**config.mk**
```make
export PLATFORM = sky130hd
export DESIGN_NAME = uart_serial_bridge
export DESIGN_NICKNAME = d
export VERILOG_FILES = /design/src/rtl/uart_serial_bridge.sv
export SDC_FILE = /design/constraint.sdc
export NUM_CORES = 1
export LEC_CHECK = 0
export CORE_MARGIN = 5
export CORE_UTILIZATION = 45
export DETAILED_ROUTE_END_ITERATION = 16
export GPL_TIMING_DRIVEN = 0
export HOLD_SLACK_MARGIN = 0.12
export PLACE_DENSITY_LB_ADDON = 0.05
export SYNTH_ARGS = -nofsm -noshare
export SYNTH_HDL_FRONTEND = slang
export SYNTH_SLANG_ARGS = --single-unit
```
**constraint.sdc**
```tcl
create_clock -name clock -period 4.55 [get_ports clock]
set_clock_uncertainty 0.15 [all_clocks]
set_input_delay 0.455 -clock clock [delete_from_list [all_inputs] [get_ports clock]]
set_output_delay 0.455 -clock clock [all_outputs]
set_load 0.02 [all_outputs]
```
**src/rtl/uart_serial_bridge.sv**
```systemverilog
// uart_serial_bridge
// Bridges the processor's byte-wide serial handshake to an 8N1 UART line pair.
// TX: write strobe -> TX FIFO -> shifter on uart_txd (back-to-back frames).
// RX: 2-flop synchroniser -> mid-bit sampler -> show-ahead RX FIFO.
// Every output is driven straight from a flop.

module uart_serial_bridge #(
    parameter int CLKS_PER_BIT = 434,
    parameter int FIFO_DEPTH   = 4
) (
    input  logic       clock,
    input  logic       reset,
    input  logic [7:0] cpu_tx_data,
    input  logic       cpu_tx_wren,
    output logic       cpu_tx_ready,
    output logic [7:0] cpu_rx_data,
    output logic       cpu_rx_valid,
    input  logic       cpu_rx_rden,
    input  logic       uart_rxd,
    output logic       uart_txd,
    output logic       rx_overrun,
    output logic       rx_frame_error
);

    localparam int PTR_W = (FIFO_DEPTH > 1) ? $clog2(FIFO_DEPTH) : 1;
    localparam int CNT_W = PTR_W + 1;
    localparam int CLK_W = $clog2(CLKS_PER_BIT);

    localparam logic [CNT_W-1:0] FULL_CNT  = CNT_W'(FIFO_DEPTH);
    localparam logic [CNT_W-1:0] ZERO_CNT  = {CNT_W{1'b0}};
    localparam logic [CNT_W-1:0] ONE_CNT   = CNT_W'(1);
    localparam logic [PTR_W-1:0] ZERO_PTR  = {PTR_W{1'b0}};
    localparam logic [PTR_W-1:0] ONE_PTR   = PTR_W'(1);
    localparam logic [CLK_W-1:0] ZERO_CLK  = {CLK_W{1'b0}};
    localparam logic [CLK_W-1:0] ONE_CLK   = CLK_W'(1);
    localparam logic [CLK_W-1:0] BIT_LAST  = CLK_W'(CLKS_PER_BIT - 1);
    localparam logic [CLK_W-1:0] HALF_LAST = CLK_W'((CLKS_PER_BIT / 2) - 1);

    typedef enum logic [1:0] {
        TX_IDLE  = 2'd0,
        TX_START = 2'd1,
        TX_DATA  = 2'd2,
        TX_STOP  = 2'd3
    } tx_state_t;

    typedef enum logic [2:0] {
        RX_IDLE      = 3'd0,
        RX_START     = 3'd1,
        RX_DATA      = 3'd2,
        RX_STOP      = 3'd3,
        RX_WAIT_HIGH = 3'd4
    } rx_state_t;

    // ------------------------------------------------------------------
    // TX FIFO
    // ------------------------------------------------------------------
    logic [7:0]       tx_mem_r [FIFO_DEPTH];
    logic [PTR_W-1:0] tx_wr_ptr_r;
    logic [PTR_W-1:0] tx_rd_ptr_r;
    logic [CNT_W-1:0] tx_count_r;
    logic [CNT_W-1:0] tx_count_next_s;
    logic             tx_ready_r;
    logic             tx_push_s;
    logic             tx_pop_s;

    assign tx_push_s = cpu_tx_wren & tx_ready_r;

    // Occupancy update: simultaneous push and pop leave the count alone.
    always_comb begin
        tx_count_next_s = tx_count_r;
        case ({tx_push_s, tx_pop_s})
            2'b10:   tx_count_next_s = tx_count_r + ONE_CNT;
            2'b01:   tx_count_next_s = tx_count_r - ONE_CNT;
            default: tx_count_next_s = tx_count_r;
        endcase
    end

    // TX FIFO storage, pointers, count and registered ready flag.
    always_ff @(posedge clock or negedge reset) begin
        if (!reset) begin
            for (int i = 0; i < FIFO_DEPTH; i++) begin
                tx_mem_r[i] <= 8'h00;
            end
            tx_wr_ptr_r <= ZERO_PTR;
            tx_rd_ptr_r <= ZERO_PTR;
            tx_count_r  <= ZERO_CNT;
            tx_ready_r  <= 1'b1;
        end else begin
            if (tx_push_s) begin
                tx_mem_r[tx_wr_ptr_r] <= cpu_tx_data;
                tx_wr_ptr_r           <= tx_wr_ptr_r + ONE_PTR;
            end
            if (tx_pop_s) begin
                tx_rd_ptr_r <= tx_rd_ptr_r + ONE_PTR;
            end
            tx_count_r <= tx_count_next_s;
            tx_ready_r <= (tx_count_next_s != FULL_CNT);
        end
    end

    // ------------------------------------------------------------------
    // TX FSM
    // ------------------------------------------------------------------
    tx_state_t        tx_state_r;
    tx_state_t        tx_state_next_s;
    logic [CLK_W-1:0] tx_clk_r;
    logic [CLK_W-1:0] tx_clk_next_s;
    logic [2:0]       tx_bit_r;
    logic [2:0]       tx_bit_next_s;
    logic [7:0]       tx_shift_r;
    logic [7:0]       tx_shift_next_s;
    logic             txd_r;
    logic             txd_next_s;
    logic             tx_fifo_has_data_s;

    assign tx_fifo_has_data_s = (tx_count_r != ZERO_CNT);

    // TX next-state: pops the FIFO head into the shifter from IDLE or at STOP end.
    always_comb begin
        tx_state_next_s = tx_state_r;
        tx_clk_next_s   = tx_clk_r + ONE_CLK;
        tx_bit_next_s   = tx_bit_r;
        tx_shift_next_s = tx_shift_r;
        tx_pop_s        = 1'b0;
        case (tx_state_r)
            TX_IDLE: begin
                tx_clk_next_s = ZERO_CLK;
                if (tx_fifo_has_data_s) begin
                    tx_pop_s        = 1'b1;
                    tx_shift_next_s = tx_mem_r[tx_rd_ptr_r];
                    tx_state_next_s = TX_START;
                end else begin
                    tx_state_next_s = TX_IDLE;
                end
            end
            TX_START: begin
                if (tx_clk_r == BIT_LAST) begin
                    tx_clk_next_s   = ZERO_CLK;
                    tx_bit_next_s   = 3'd0;
                    tx_state_next_s = TX_DATA;
                end else begin
                    tx_state_next_s = TX_START;
                end
            end
            TX_DATA: begin
                if (tx_clk_r == BIT_LAST) begin
                    tx_clk_next_s   = ZERO_CLK;
                    tx_shift_next_s = {1'b0, tx_shift_r[7:1]};
                    if (tx_bit_r == 3'd7) begin
                        tx_state_next_s = TX_STOP;
                    end else begin
                        tx_bit_next_s = tx_bit_r + 3'd1;
                    end
                end else begin
                    tx_state_next_s = TX_DATA;
                end
            end
            TX_STOP: begin
                if (tx_clk_r == BIT_LAST) begin
                    tx_clk_next_s = ZERO_CLK;
                    // Chain straight into the next frame when more data waits.
                    if (tx_fifo_has_data_s) begin
                        tx_pop_s        = 1'b1;
                        tx_shift_next_s = tx_mem_r[tx_rd_ptr_r];
                        tx_state_next_s = TX_START;
                    end else begin
                        tx_state_next_s = TX_IDLE;
                    end
                end else begin
                    tx_state_next_s = TX_STOP;
                end
            end
            default: begin
                tx_clk_next_s   = ZERO_CLK;
                tx_state_next_s = TX_IDLE;
            end
        endcase
    end

    // Line level follows the state being entered so uart_txd is a plain flop.
    always_comb begin
        txd_next_s = 1'b1;
        case (tx_state_next_s)
            TX_START: txd_next_s = 1'b0;
            TX_DATA:  txd_next_s = tx_shift_next_s[0];
            default:  txd_next_s = 1'b1;
        endcase
    end

    // TX FSM state, counters, shifter and line register.
    always_ff @(posedge clock or negedge reset) begin
        if (!reset) begin
            tx_state_r <= TX_IDLE;
            tx_clk_r   <= ZERO_CLK;
            tx_bit_r   <= 3'd0;
            tx_shift_r <= 8'h00;
            txd_r      <= 1'b1;
        end else begin
            tx_state_r <= tx_state_next_s;
            tx_clk_r   <= tx_clk_next_s;
            tx_bit_r   <= tx_bit_next_s;
            tx_shift_r <= tx_shift_next_s;
            txd_r      <= txd_next_s;
        end
    end

    // ------------------------------------------------------------------
    // RX synchroniser
    // ------------------------------------------------------------------
    logic rx_sync1_r;
    logic rx_sync2_r;
    logic rx_line_s;

    // Two-flop synchroniser for the asynchronous receive line (idles high).
    always_ff @(posedge clock or negedge reset) begin
        if (!reset) begin
            rx_sync1_r <= 1'b1;
            rx_sync2_r <= 1'b1;
        end else begin
            rx_sync1_r <= uart_rxd;
            rx_sync2_r <= rx_sync1_r;
        end
    end

    assign rx_line_s = rx_sync2_r;

    // ------------------------------------------------------------------
    // RX FSM
    // ------------------------------------------------------------------
    rx_state_t        rx_state_r;
    rx_state_t        rx_state_next_s;
    logic [CLK_W-1:0] rx_clk_r;
    logic [CLK_W-1:0] rx_clk_next_s;
    logic [2:0]       rx_bit_r;
    logic [2:0]       rx_bit_next_s;
    logic [7:0]       rx_shift_r;
    logic [7:0]       rx_shift_next_s;
    logic             rx_push_s;
    logic             rx_pop_s;
    logic             rx_full_s;
    logic             rx_frame_error_r;
    logic             rx_frame_error_next_s;
    logic             rx_overrun_r;
    logic             rx_overrun_set_s;
    logic [CNT_W-1:0] rx_count_r;

    // A pop in the same cycle frees a slot, so a full FIFO can still accept.
    assign rx_pop_s  = cpu_rx_rden & (rx_count_r != ZERO_CNT);
    assign rx_full_s = (rx_count_r == FULL_CNT) & ~rx_pop_s;

    // RX next-state: half-bit start check, then one sample per bit period.
    always_comb begin
        rx_state_next_s       = rx_state_r;
        rx_clk_next_s         = rx_clk_r + ONE_CLK;
        rx_bit_next_s         = rx_bit_r;
        rx_shift_next_s       = rx_shift_r;
        rx_push_s             = 1'b0;
        rx_frame_error_next_s = 1'b0;
        rx_overrun_set_s      = 1'b0;
        case (rx_state_r)
            RX_IDLE: begin
                rx_clk_next_s = ZERO_CLK;
                if (!rx_line_s) begin
                    rx_state_next_s = RX_START;
                end else begin
                    rx_state_next_s = RX_IDLE;
                end
            end
            RX_START: begin
                if (rx_clk_r == HALF_LAST) begin
                    rx_clk_next_s = ZERO_CLK;
                    // A line already back high mid start bit is a glitch.
                    if (rx_line_s) begin
                        rx_state_next_s = RX_IDLE;
                    end else begin
                        rx_bit_next_s   = 3'd0;
                        rx_state_next_s = RX_DATA;
                    end
                end else begin
                    rx_state_next_s = RX_START;
                end
            end
            RX_DATA: begin
                if (rx_clk_r == BIT_LAST) begin
                    rx_clk_next_s   = ZERO_CLK;
                    rx_shift_next_s = {rx_line_s, rx_shift_r[7:1]};
                    if (rx_bit_r == 3'd7) begin
                        rx_state_next_s = RX_STOP;
                    end else begin
                        rx_bit_next_s = rx_bit_r + 3'd1;
                    end
                end else begin
                    rx_state_next_s = RX_DATA;
                end
            end
            RX_STOP: begin
                if (rx_clk_r == BIT_LAST) begin
                    rx_clk_next_s = ZERO_CLK;
                    if (rx_line_s) begin
                        rx_state_next_s = RX_IDLE;
                        if (rx_full_s) begin
                            rx_overrun_set_s = 1'b1;
                        end else begin
                            rx_push_s = 1'b1;
                        end
                    end else begin
                        rx_frame_error_next_s = 1'b1;
                        rx_state_next_s       = RX_WAIT_HIGH;
                    end
                end else begin
                    rx_state_next_s = RX_STOP;
                end
            end
            RX_WAIT_HIGH: begin
                rx_clk_next_s = ZERO_CLK;
                if (rx_line_s) begin
                    rx_state_next_s = RX_IDLE;
                end else begin
                    rx_state_next_s = RX_WAIT_HIGH;
                end
            end
            default: begin
                rx_clk_next_s   = ZERO_CLK;
                rx_state_next_s = RX_IDLE;
            end
        endcase
    end

    // RX FSM state, counters, shifter and status flags.
    always_ff @(posedge clock or negedge reset) begin
        if (!reset) begin
            rx_state_r       <= RX_IDLE;
            rx_clk_r         <= ZERO_CLK;
            rx_bit_r         <= 3'd0;
            rx_shift_r       <= 8'h00;
            rx_frame_error_r <= 1'b0;
            rx_overrun_r     <= 1'b0;
        end else begin
            rx_state_r       <= rx_state_next_s;
            rx_clk_r         <= rx_clk_next_s;
            rx_bit_r         <= rx_bit_next_s;
            rx_shift_r       <= rx_shift_next_s;
            rx_frame_error_r <= rx_frame_error_next_s;
            rx_overrun_r     <= rx_overrun_r | rx_overrun_set_s;
        end
    end

    // ------------------------------------------------------------------
    // RX FIFO (show-ahead)
    // ------------------------------------------------------------------
    logic [7:0]       rx_mem_r [FIFO_DEPTH];
    logic [PTR_W-1:0] rx_wr_ptr_r;
    logic [PTR_W-1:0] rx_rd_ptr_r;
    logic [PTR_W-1:0] rx_rd_ptr_next_s;
    logic [CNT_W-1:0] rx_count_next_s;
    logic             rx_valid_r;
    logic [7:0]       rx_data_r;
    logic [7:0]       rx_data_next_s;
    logic             rx_head_bypass_s;

    // RX occupancy and read pointer after this cycle's push/pop.
    always_comb begin
        rx_count_next_s  = rx_count_r;
        rx_rd_ptr_next_s = rx_rd_ptr_r;
        case ({rx_push_s, rx_pop_s})
            2'b10:   rx_count_next_s = rx_count_r + ONE_CNT;
            2'b01:   rx_count_next_s = rx_count_r - ONE_CNT;
            default: rx_count_next_s = rx_count_r;
        endcase
        if (rx_pop_s) begin
            rx_rd_ptr_next_s = rx_rd_ptr_r + ONE_PTR;
        end else begin
            rx_rd_ptr_next_s = rx_rd_ptr_r;
        end
    end

    // The pushed byte becomes the head when nothing older remains after the pop.
    assign rx_head_bypass_s = rx_push_s &
                              ((rx_count_r == ZERO_CNT) |
                               ((rx_count_r == ONE_CNT) & rx_pop_s));

    // Next head value; holds the last byte once the FIFO drains.
    always_comb begin
        rx_data_next_s = rx_data_r;
        if (rx_head_bypass_s) begin
            rx_data_next_s = rx_shift_r;
        end else if (rx_count_next_s != ZERO_CNT) begin
            rx_data_next_s = rx_mem_r[rx_rd_ptr_next_s];
        end else begin
            rx_data_next_s = rx_data_r;
        end
    end

    // RX FIFO storage, pointers, count and registered head/valid outputs.
    always_ff @(posedge clock or negedge reset) begin
        if (!reset) begin
            for (int i = 0; i < FIFO_DEPTH; i++) begin
                rx_mem_r[i] <= 8'h00;
            end
            rx_wr_ptr_r <= ZERO_PTR;
            rx_rd_ptr_r <= ZERO_PTR;
            rx_count_r  <= ZERO_CNT;
            rx_valid_r  <= 1'b0;
            rx_data_r   <= 8'h00;
        end else begin
            if (rx_push_s) begin
                rx_mem_r[rx_wr_ptr_r] <= rx_shift_r;
                rx_wr_ptr_r           <= rx_wr_ptr_r + ONE_PTR;
            end
            rx_rd_ptr_r <= rx_rd_ptr_next_s;
            rx_count_r  <= rx_count_next_s;
            rx_valid_r  <= (rx_count_next_s != ZERO_CNT);
            rx_data_r   <= rx_data_next_s;
        end
    end

    assign cpu_tx_ready   = tx_ready_r;
    assign uart_txd       = txd_r;
    assign cpu_rx_data    = rx_data_r;
    assign cpu_rx_valid   = rx_valid_r;
    assign rx_overrun     = rx_overrun_r;
    assign rx_frame_error = rx_frame_error_r;

endmodule

```
======== Word level (Yosys, flattened, before mapping) ========
Cells that the tools add are included.
storage, ports and cells
  flip-flop bits (word level) ............. 138
  output and inout port bits .............. 13
  logic and storage cells ................. 173
cells by class
  $add $sub $neg .......................... 12
  $lt $le $gt $ge ......................... 6
  eq/ne operators ......................... 30
  multiplexer cells ....................... 64
  bitwise logic cells ..................... 12
  reductions and logical operators ........ 18
operators with widths
  operator               count
  $mux W8                11
  $bwmux W32             2
  $mux W3                12
  $pmux W9 S2            2
  $bmux W8 S2            2
  $demux W8 S2           2
  $mux W9                3
  $pmux W3 S2            4
  $pmux W8 S3            1
  $add A9 B1 Y9 const B  2
  $eq A9 B9 Y1 const B   2
  $ne A2 B2 Y1 const B   8
  $mux W1                15
  $pmux W3 S5            1
  $add A3 B1 Y3 const B  4
  $eq A3 B3 Y1 const B   4
  $ge A3 B3 Y1 const B   4
  $mux W2                6
  $not A2 Y3             4
  $reduce_bool A3 Y1     4
  $eq A2 B2 Y1 const B   5
  $eq A9 B8 Y1 const B   1
  $add A2 B1 Y2 const B  4
  $eq A2 B1 Y1 const B   4
  20 further kinds       35

======== Logic depth before layout (Yosys ltp) ========
Gate-level depths: netlist (run 1).
  word-level depth ........................ 13
  depth in mapped cells ................... 16

======== Worst setup path before layout (run 1) ========
Ideal clock, no wire load.
  kind .................................... reg2reg
  from .................................... register rx_clk_r[1]
  to ...................................... register rx_data_r[0], in the netlist cpu_rx_data[0]
  library setup time ...................... 0.137 ns
  data arrival time ....................... 3.161 ns
  data required time ...................... 4.263 ns
  path slack .............................. 1.102 ns
  stages on the path, launching flop included .. 17
  path buffers ............................ 2
  cell sequence ........................... dfrtp_1 -> inv_1 -> ha_1 -> nand4b_1 -> nor4_1 -> and3_1 -> and3_1 -> buf_4 -> inv_1 -> ha_1 -> clkbuf_1 -> nor2_1 -> a32o_1 -> a21o_1 -> nand2_1 -> mux2i_1 -> a21oi_1
between the ends
  longest elaborated chain between the ends .. 7
  elaborated cells between the ends (all ways) .. 10
  classes of those cells .................. eq/ne: 3; mux: 4; bitwise: 1; reduce/logical: 2
RTL lines
  what                                          line  source
  start: declaration                            232   logic [CLK_W-1:0] rx_clk_r;
  start signal: assignment                      340   rx_clk_r <= rx_clk_next_s;
  $eq A9 B9 Y1 (*)                              297   if (rx_clk_r == BIT_LAST) begin
  $mux W1 (*)                                   297
  $mux W1 (*)                                   260   case (rx_state_r)
  named net rx_push_s                           238   logic rx_push_s;
  $eq A2 B1 Y1 or $eq A2 B2 Y1 (tied branches)  365   case ({rx_push_s, rx_pop_s})
  $pmux W3 S2                                   365
  $reduce_bool A3 Y1                            387   end else if (rx_count_next_s != ZERO_CNT) begin
  $reduce_bool A2 Y1 (no source line)           n/a
  end signal: assignment                        413   rx_data_r <= rx_data_next_s;
  end: declaration                              357   logic [7:0] rx_data_r;
The timed path passes the listed nets; every way through them passes the cells marked *.
A chain may end at the register's enable or synchronous reset.

======== Final worst setup path (run 1) ========
  from .................................... register rx_count_r[0]
  to ...................................... register rx_data_r[0], in the netlist cpu_rx_data[0]
between the ends
  longest elaborated chain between the ends .. 12
  elaborated cells between the ends (all ways) .. 28
  classes of those cells .................. add/sub: 2; eq/ne: 4; mux: 11; bitwise: 7; reduce/logical: 4
RTL lines
  what                                          line  source
  start: declaration                            245   logic [CNT_W-1:0] rx_count_r;
  start signal: assignment                      411   rx_count_r <= rx_count_next_s;
  $reduce_bool A3 Y1                            248   assign rx_pop_s = cpu_rx_rden & (rx_count_r != ZERO_CNT);
  $and A1 B1 Y1                                 248
  $not A1 Y1                                    249   assign rx_full_s = (rx_count_r == FULL_CNT) & ~rx_pop_s;
  $and A1 B1 Y1                                 249
  $mux W1                                       301   if (rx_full_s) begin
  $mux W1                                       299   if (rx_line_s) begin
  $mux W1                                       297
  $mux W1                                       260
  $eq A2 B1 Y1 or $eq A2 B2 Y1 (tied branches)  365
  $pmux W3 S2                                   365
  $reduce_bool A3 Y1                            387
  $reduce_bool A2 Y1 (no source line)           n/a
Parallel ways exist; a longest one is shown, timed or not. The select of a mux whose other input is x is not followed.

==> impl_metrics.yaml, run 1 <==
critical_path:
  reg2reg_slack_ns: 0.33
  slowest_stage: "dfrtp_1"
  critPathKind: "flop to flop"
  crit_chain: "inv_1 > ha_1 > nand2b_1 > clkbuf_1 > nand2_1 > inv_1 > clkbuf_1 > ha_1 > clkbuf_1 > a221o_1 > a21oi_1 > nand2_1 > mux2i_1 > a21oi_1"
  ff2ff_path_depth: 14
  worstPathRequired_ns: 4.69
  max_stage_delay_ns: 0.46
  end_kind: "flop"
  critical_path.max_fanout: 10
  worst-path-buf-inv: 5
  crit_path_frequent_cell: "clkbuf_1"
  start_kind: "flop"
  path_depth: 14
  worstPathArrival_ns: 4.36
  crit_family: "buffers and inverters"
cells_and_area:
  drive_above_1_share_pct: 21.23
  multiInputGateArea_mm2: 0.003251
  fill_cells: 1351
  layout.area.seq_mm2: 0.003458
  syn_to_final_growth_pct: 15.95
  finalNonFillerCells: 852
  fin_nets: 694
  n_antenna_cell: 0
routing:
  routed_wl_um: 14020
  met2_length_um: 6539
  vias_per_cell: 5.535
  drtIter0Drc: 236
  firstDrtPassIters: 5
  num_vias: 4716
  met3_length_um: 502
  top_layer: "met4"
  drc: 0
  post_drt_wl_per_cell_um: 16.45
  drtAntennaViolNets: 0
  wl_met1_um: 6700
synth:
  synth-seq-cells: 138
  seq_area_frac_synth_pct: 49.83
  synth_area_leaders: "dfrtp_1 (48%), mux2_2 (13%), ha_1 (5.2%), nand2_1 (3.0%), mux4_2 (2.9%)"
  syn_area_mm2: 0.006940
  synth_top_cell_area_share_pct: 48.31
  synthCells: 607
  synthTopCellsByCount: "dfrtp_1 (134), mux2_2 (80), nand2_1 (55)"
  avgSynthCellArea_um2: 11.43
  ys_warn_count: 0
  ys.flop_type: "dfrtp_1"
  syn_nets: 650
  async_flop_share_pct: 100.0
  synth_area_leader_cell: "dfrtp_1"
  synth_edf_count: 0
  ys_types: 53
  yosysMostFrequentCell: "dfrtp_1"
floorplan:
  die_area_mm2: 0.01801
  ios: 26
  initial_core_util_pct: 45.82
  die_w_um: 134.2
  die_y_um: 134.2
  core_mm2: 0.01515
  rows: 45
timing:
  slew_headroom_pct: 26.30
  fin_hold_ws_ns: 0.2078
  drv_slew: 0
  fin_setup_tns_ns: 0
  grt_setup_unrepaired: "false"
  tightestPinTransition_ns: 1.097
  setup_viol_count_final: 0
  hold_violations: 0
  fmax_mhz: 237.0
  timing.final.crit_period_ns: 4.220
  period_share_pct: 92.75
global_route:
  grt_pass1_vias: 4814
  grtUsageTotal_pct: 16.76
  grt_max_degree: 71
  antenna_found_initial: 0
  grt.overflow.total: 0
  grt_pass1_wl_um: 24160
power:
  power_density_mw_per_mm2: 486.0
  cellLeakagePower_nw: 3.686
  ir_drop_uv: 313.3
clock_tree:
  h-tree-depth: 4
  cts.clk_slew.worst_paths_ns: 0.06
  tritoncts: "built"
  cts_buffers: 17
  cts-root-buf: "clkbuf_16"
  cts_resized: 0
  ctsHoldBuffers: 1
  cts_setup_buffers: 0
  clk_latency_ns: 0.42
  clockBufferDepth: 2
  cts_sinks: 138
placed_design:
  dp.cells: 819
  port_buffers: 23
  dp_hpwl_um: 9640
  place_congestion: 0.8580
outcome:
  status: "completed"
job:
  max-cap-violations: 0
min_path:
  worstHoldPathCells: 0
  holdCritPathClass: "flop to flop"
## power by group
group | switching (mW) | leakage, nW | internal, mW
Sequential | 0.143 | 1.79 | 1.47
Combinational | 0.440 | 1.62 | 0.453
Clock | 0.539 | 0.271 | 0.862
## layer usage
layer	GRT usage (%)	vias up
met4	6.335	0
met2	25.73	84
met1	22.94	2347
met3	4.351	24
met5	0	-
li1	-	2261
## final cells by class
cell class	instances	area share, %
Buffer	30	1.710
Clock buffer	18	5.333
Clock inverter	14	2.161
Inverter	25	1.166
Multi-Input combinational cell	414	40.39
Sequential cell	138	42.97
Tap cell	188	2.923
Timing Repair Buffer	25	3.343
## cell usage in the layout (no fill, tap or decap), types with 3 or more instances in the layout
master           netlist  routed
a22oi_1                9       9
clkdlybuf4s50_1        0      22
o31ai_1               11      11
clkbuf_16              0      17
and2_1                 7       7
nand4_1                3       3
o221ai_1               7       7
a22o_1                 3       3
clkinvlp_4             0       7
ha_1                  29      29
dfstp_2                4       4
nor2_1                48      48
nand4b_1               9       9
o21ai_0               18      18
a21oi_1               22      22
inv_1                 24      24
nand2_1               55      55
nand3_1               11      11
mux2i_1                9       9
nand2b_1               4       4
xnor2_1               15      15
buf_4                  6       6
a211o_1                8       8
bufinv_16              0       3
clkbuf_1              20      21
mux2_2                80      80
dfrtp_1              134     134
and3_1                 3       3
o211ai_1               8       8
nand3b_1               4       4
xor2_1                 8       8
mux4_2                 9       9
nor3_1                10      10
## registers in the layout, summed over array words and instances, names as in the netlist, 3 cells and up
signal and count:
rx_mem_r 32, tx_mem_r 32, rx_clk_r 9, tx_clk_r 9
cpu_rx_data 8, rx_shift_r 8, tx_shift_r 8, rx_bit_r 3
rx_count_r 3, rx_state_r 3, tx_bit_r 3, tx_count_r 3
## cell families after synthesis
family,share of synthesized area (%)
xor gates and xnor gates,2.903
muxes,17.20
buffers and inverters,3.335
AOI/OAI and AO/OA,9.501
DFF,49.83
and+or+nand+nor,11.72
adders and majority gates,5.517
## metrics by stage
stage	instance area (um^2)	util, %	worst slack [ns]	power, mW
2_1_floorplan	6940	-	1.102	2.284
3_3_place_gp	7406	48.90	-2.551	2.495
3_5_place_dp	7435	49.09	0.4268	2.537
4_1_cts	8048	53.14	0.4117	3.957
5_1_grt	8048	53.14	0.05411	4.144
6_report	8048	53.14	0.3299	3.911
## worst paths after layout
path / startpoint / to
setup / recovery: rx_count_r[0] / cpu_rx_data[0]
hold / removal: rx_sync1_r / rx_line_s
setup reg to reg: rx_count_r[0] / cpu_rx_data[0]
hold reg to reg: rx_sync1_r / rx_line_s
max in group asynchronous: reset / cpu_tx_ready
min in group asynchronous: reset / cpu_rx_valid
Power figures use the tool's default switching activity.
==> run 2: changes to the inputs <==
--- a/config.mk
+++ b/config.mk
@@ -5,8 +5,10 @@
 export SDC_FILE = /design/constraint.sdc
 export NUM_CORES = 1
 export LEC_CHECK = 0
+export CELL_PAD_IN_SITES_DETAIL_PLACEMENT = 1
+export CELL_PAD_IN_SITES_GLOBAL_PLACEMENT = 1
 export CORE_MARGIN = 5
-export CORE_UTILIZATION = 45
+export CORE_UTILIZATION = 46
 export DETAILED_ROUTE_END_ITERATION = 16
 export GPL_TIMING_DRIVEN = 0
 export HOLD_SLACK_MARGIN = 0.12
==> impl_metrics.yaml, run 2 (same netlist as run 1, synthesis figures left out) <==
timing:
  slew_headroom_pct: 27.51
  fin_hold_ws_ns: 0.2062
  timing.final.ws_setup_ns: 0.3688
  timing.final.crit_period_ns: 4.181
  drv_slew: 0
  grt_setup_unrepaired: "false"
  fmax_mhz: 239.2
  tightestPinTransition_ns: 1.079
  fin_setup_tns_ns: 0
  period_share_pct: 91.90
  setup_viol_count_final: 0
  hold_violations: 0
floorplan:
  rows: 44
  ios: 26
  core_mm2: 0.01464
  die_y_um: 132.8
  die_area_mm2: 0.01764
  die_w_um: 132.8
  initial_core_util_pct: 47.39
outcome:
  status: "completed"
global_route:
  grtUsageTotal_pct: 19.36
  grt_pass1_wl_um: 27500
  antenna_found_initial: 0
  grt_max_degree: 103
  grt.overflow.total: 0
  grt_pass1_vias: 5379
critical_path:
  critical_path.max_fanout: 9
  start_kind: "flop"
  ff2ff_path_depth: 16
  slowest_stage: "nor4_1"
  crit_family: "simple AND/OR/NAND/NOR gates"
  max_stage_delay_ns: 0.70
  crit_chain: "inv_1 > ha_1 > nand4b_1 > nor4_1 > and3_1 > and3_1 > buf_4 > inv_1 > ha_1 > clkbuf_1 > nor2_1 > a32o_1 > a21o_1 > nand2_1 > mux2i_1 > a21oi_1"
  path_depth: 16
  worstPathArrival_ns: 4.32
  worstPathRequired_ns: 4.69
  end_kind: "flop"
  worst-path-buf-inv: 4
  critPathKind: "flop to flop"
routing:
  drtAntennaViolNets: 0
  wl_met1_um: 7323
  num_vias: 4772
  met3_length_um: 371
  vias_per_cell: 5.634
  routed_wl_um: 16000
  firstDrtPassIters: 4
  post_drt_wl_per_cell_um: 18.89
  met2_length_um: 8067
  drc: 0
  drtIter0Drc: 178
  top_layer: "met4"
clock_tree:
  cts_setup_buffers: 0
  tritoncts: "built"
  cts_buffers: 17
  clockBufferDepth: 2
  cts_resized: 0
  h-tree-depth: 4
  cts_sinks: 138
  cts.clk_slew.worst_paths_ns: 0.06
  clk_latency_ns: 0.43
  cts-root-buf: "clkbuf_16"
cells_and_area:
  largestRegisters: "rx_mem_r: 32 flops, tx_mem_r: 32 flops"
  n_antenna_cell: 0
  mostFrequentLayoutCell: "dfrtp_1"
  layout_common_cells: "dfrtp_1 (134), mux2_2 (80), nand2_1 (55)"
  finalNonFillerCells: 847
  finish.utilization_pct: 54.73
  syn_to_final_growth_pct: 15.49
  drive_above_1_share_pct: 21.27
  fin_nets: 693
placed_design:
  dp_hpwl_um: 10780
  port_buffers: 23
  dp.cells: 815
  pre_cts_ws_ns: 0.3114
  place_congestion: 0.8491
power:
  cellLeakagePower_nw: 3.679
  p_int_mw: 2.737
  p_sw_mw: 1.183
  ir_drop_uv: 284.7
  sw_frac_of_total_pct: 30.18
  pwr-share-clk_pct: 34.7
  p_comb_share_pct: 23.8
  power_density_mw_per_mm2: 489.0
  p_seq_share_pct: 41.5
min_path:
  holdCritPathClass: "flop to flop"
  worstHoldPathCells: 0
job:
  max-cap-violations: 0
-- run 2: power by group through the flow --
stage               clock network, mW  registers (mW)  logic [mW]
floorplan                           0            1.60       0.679
global placement                    0            1.62       0.877
detailed placement                  0            1.65       0.940
CTS                              1.39            1.63       0.950
global route                     1.45            1.66        1.04
finish                           1.36            1.63       0.931
-- run 2: what timing repair did --
action,in CTS,in global routing
hold buffers,1,0
hold endpoints to repair,36,0
endpoints found under the setup margin,0,8
-- run 2: path summary, 6_finish.rpt --
path / from / end / slack [ns]
setup / recovery: rx_clk_r[1] / cpu_rx_data[1] / 0.37
hold / removal: rx_sync1_r / rx_line_s / 0.21
setup reg to reg: rx_clk_r[1] / cpu_rx_data[1] / 0.37
hold reg to reg: rx_sync1_r / rx_line_s / 0.21
max in group asynchronous: reset / cpu_tx_ready / 3.07
min in group asynchronous: reset / cpu_rx_valid / 0.35
-- run 2: metal layers --
| metal | track usage, % | up-vias |
|---|---|---|
| met5 | 0 | - |
| met4 | 6.755 | 0 |
| met3 | 3.797 | 23 |
| met2 | 32.82 | 55 |
| met1 | 24.77 | 2452 |
| li1 | - | 2242 |
-- run 2: stage by stage --
stage          cell area, um^2  total power, mW
2_1_floorplan             6940            2.284
3_3_place_gp              7401            2.500
3_5_place_dp              7430            2.588
4_1_cts                   8019            3.967
5_1_grt                   8015            4.144
6_report                  8015            3.920
-- run 2: area by class of cell --
cell class                 instances  area (um^2)
fill                            1535         6629
multi-input combinational        414         3251
sequential                       138         3458
tap                              184        230.2
clock inverter                    14        150.1
timing repair buffer              25        269.0
clock buffer                      18        429.2
inverter                          25        93.84
buffer                            29        133.9
==> run 3: changes to the inputs <==
--- a/config.mk
+++ b/config.mk
@@ -8,7 +8,7 @@
 export CELL_PAD_IN_SITES_DETAIL_PLACEMENT = 1
 export CELL_PAD_IN_SITES_GLOBAL_PLACEMENT = 1
 export CORE_MARGIN = 5
-export CORE_UTILIZATION = 46
+export CORE_UTILIZATION = 50
 export DETAILED_ROUTE_END_ITERATION = 16
 export GPL_TIMING_DRIVEN = 0
 export HOLD_SLACK_MARGIN = 0.12
==> impl_metrics.yaml, run 3 (same netlist as run 1, synthesis figures left out) <==
global_route:
  grtUsageTotal_pct: 21.56
  grt_max_degree: 84
  grt.overflow.total: 0
  grt_pass1_vias: 5297
  antenna_found_initial: 0
  grt_pass1_wl_um: 27880
routing:
  drtIter0Drc: 305
  routed_wl_um: 16220
  post_drt_wl_per_cell_um: 19.24
  num_vias: 4832
  firstDrtPassIters: 4
  vias_per_cell: 5.732
  drtAntennaViolNets: 0
  drc: 0
power:
  power_density_mw_per_mm2: 494.6
  cellLeakagePower_nw: 3.704
  sw_frac_of_total_pct: 30.50
  p_total_mw: 3.975
  ir_drop_uv: 392.9
  p_sw_mw: 1.212
  pwr-share-clk_pct: 35.4
  p_seq_share_pct: 41.3
  p_comb_share_pct: 23.3
  p_int_mw: 2.763
timing:
  period_share_pct: 89.16
  timing.final.crit_period_ns: 4.057
  fin_hold_ws_ns: 0.2178
  setup_viol_count_final: 0
  fmax_mhz: 246.5
  tightestPinTransition_ns: 1.183
  hold_violations: 0
  grt_setup_unrepaired: "false"
  drv_slew: 0
  slew_headroom_pct: 20.55
  fin_setup_tns_ns: 0
clock_tree:
  cts_sinks: 138
  clockBufferDepth: 2
  tritoncts: "built"
  h-tree-depth: 4
  cts-root-buf: "clkbuf_16"
  cts_buffers: 17
  clk_latency_ns: 0.42
  cts.clk_slew.worst_paths_ns: 0.07
floorplan:
  core_mm2: 0.01372
  die_y_um: 127.8
  initial_core_util_pct: 50.59
  die_w_um: 127.8
  die_area_mm2: 0.01634
  ios: 26
  rows: 43
critical_path:
  r2r-start: "rx_count_r[0]"
  worstPathRequired_ns: 4.68
  end_kind: "flop"
  critical_path.max_fanout: 11
  start_kind: "flop"
  worstPathArrival_ns: 4.19
  setup.worst_path.start: "rx_count_r[0]"
  critPathKind: "flop to flop"
placed_design:
  port_buffers: 23
  dp_hpwl_um: 10890
  place_congestion: 0.8721
cells_and_area:
  layout.area.seq_mm2: 0.003458
  drive_above_1_share_pct: 21.57
  syn_to_final_growth_pct: 15.81
  fin_nets: 693
  largestRegisters: "rx_mem_r: 32 flops, tx_mem_r: 32 flops"
  mostFrequentLayoutCell: "dfrtp_1"
  multiInputGateArea_mm2: 0.003257
  fill_cells: 1444
  n_antenna_cell: 0
  layout_common_cells: "dfrtp_1 (134), mux2_2 (80), nand2_1 (55)"
min_path:
  min_from: "rx_sync1_r"
  holdCritPathClass: "flop to flop"
outcome:
  status: "completed"
job:
  max-cap-violations: 0
-- run 3: final cells by class --
| type | count | area share, % |
|---|---|---|
| tap | 180 | 2.802 |
| sequential | 138 | 43.03 |
| timing repair buffer | 25 | 3.347 |
| multi-input combinational | 414 | 40.52 |
| clock inverter | 14 | 2.008 |
| inverter | 25 | 1.167 |
| buffer | 29 | 1.666 |
| clock buffer | 18 | 5.464 |
-- run 3: power by group through the flow --
| stage | sequential (mW) | clock (mW) | combinational, mW |
|---|---|---|---|
| floorplan | 1.60 | 0 | 0.679 |
| global placement | 1.62 | 0 | 0.870 |
| detailed placement | 1.66 | 0 | 0.924 |
| CTS | 1.64 | 1.43 | 0.945 |
| global route | 1.67 | 1.50 | 1.04 |
| finish | 1.64 | 1.41 | 0.928 |
-- run 3: metrics by stage --
stage | util [%] | std cells | setup WS (ns) | instance area, um^2
3_5_place_dp | 54.12 | 811 | 0.3542 | 7425
3_3_place_gp | 53.91 | 810 | -2.516 | 7396
2_1_floorplan | - | 607 | 1.102 | 6940
6_report | 58.59 | 843 | 0.4934 | 8038
5_1_grt | 58.59 | 843 | 0.09739 | 8038
4_1_cts | 58.57 | 844 | 0.3409 | 8035
-- run 3: path summary, 6_finish.rpt --
check / cells past startpoint / endpoint / slack, ns
setup / recovery: 13 / cpu_rx_data[2] / 0.49
hold / removal: 0 / rx_line_s / 0.22
setup reg to reg: 13 / cpu_rx_data[2] / 0.49
hold reg to reg: 0 / rx_line_s / 0.22
max in group asynchronous: 3 / cpu_tx_ready / 3.03
min in group asynchronous: 2 / cpu_rx_data[1] / 0.41
-- run 3: repair_timing --
action,in CTS,in global routing
gates resized for setup,0,1
hold endpoints to repair,53,0
hold buffers,1,0
endpoints found under the setup margin,0,8
setup buffers,0,0
-- run 3: per-layer routing --
metal / part of all wire (%) / up-vias / wire length, um / track usage (%)
met5: 0 / - / 0 / 0
met4: 1.9 / 0 / 306 / 6.180
met3: 2.9 / 24 / 474 / 5.125
met2: 51 / 87 / 8223 / 36.29
met1: 44 / 2467 / 7218 / 27.88
li1: - / 2254 / - / -
-- run 3: worst max-delay path, stage by stage, from the launching register on --
cell,delay [ns]
dfrtp_1,0.47
inv_1,0.12
ha_1,0.24
nand2b_1,0.08
clkbuf_1,0.33
nand2_1,0.37
inv_1,0.46
ha_1,0.31
clkbuf_1,0.19
a221o_1,0.29
a21oi_1,0.23
nand2_1,0.33
mux2i_1,0.25
a21oi_1,0.08
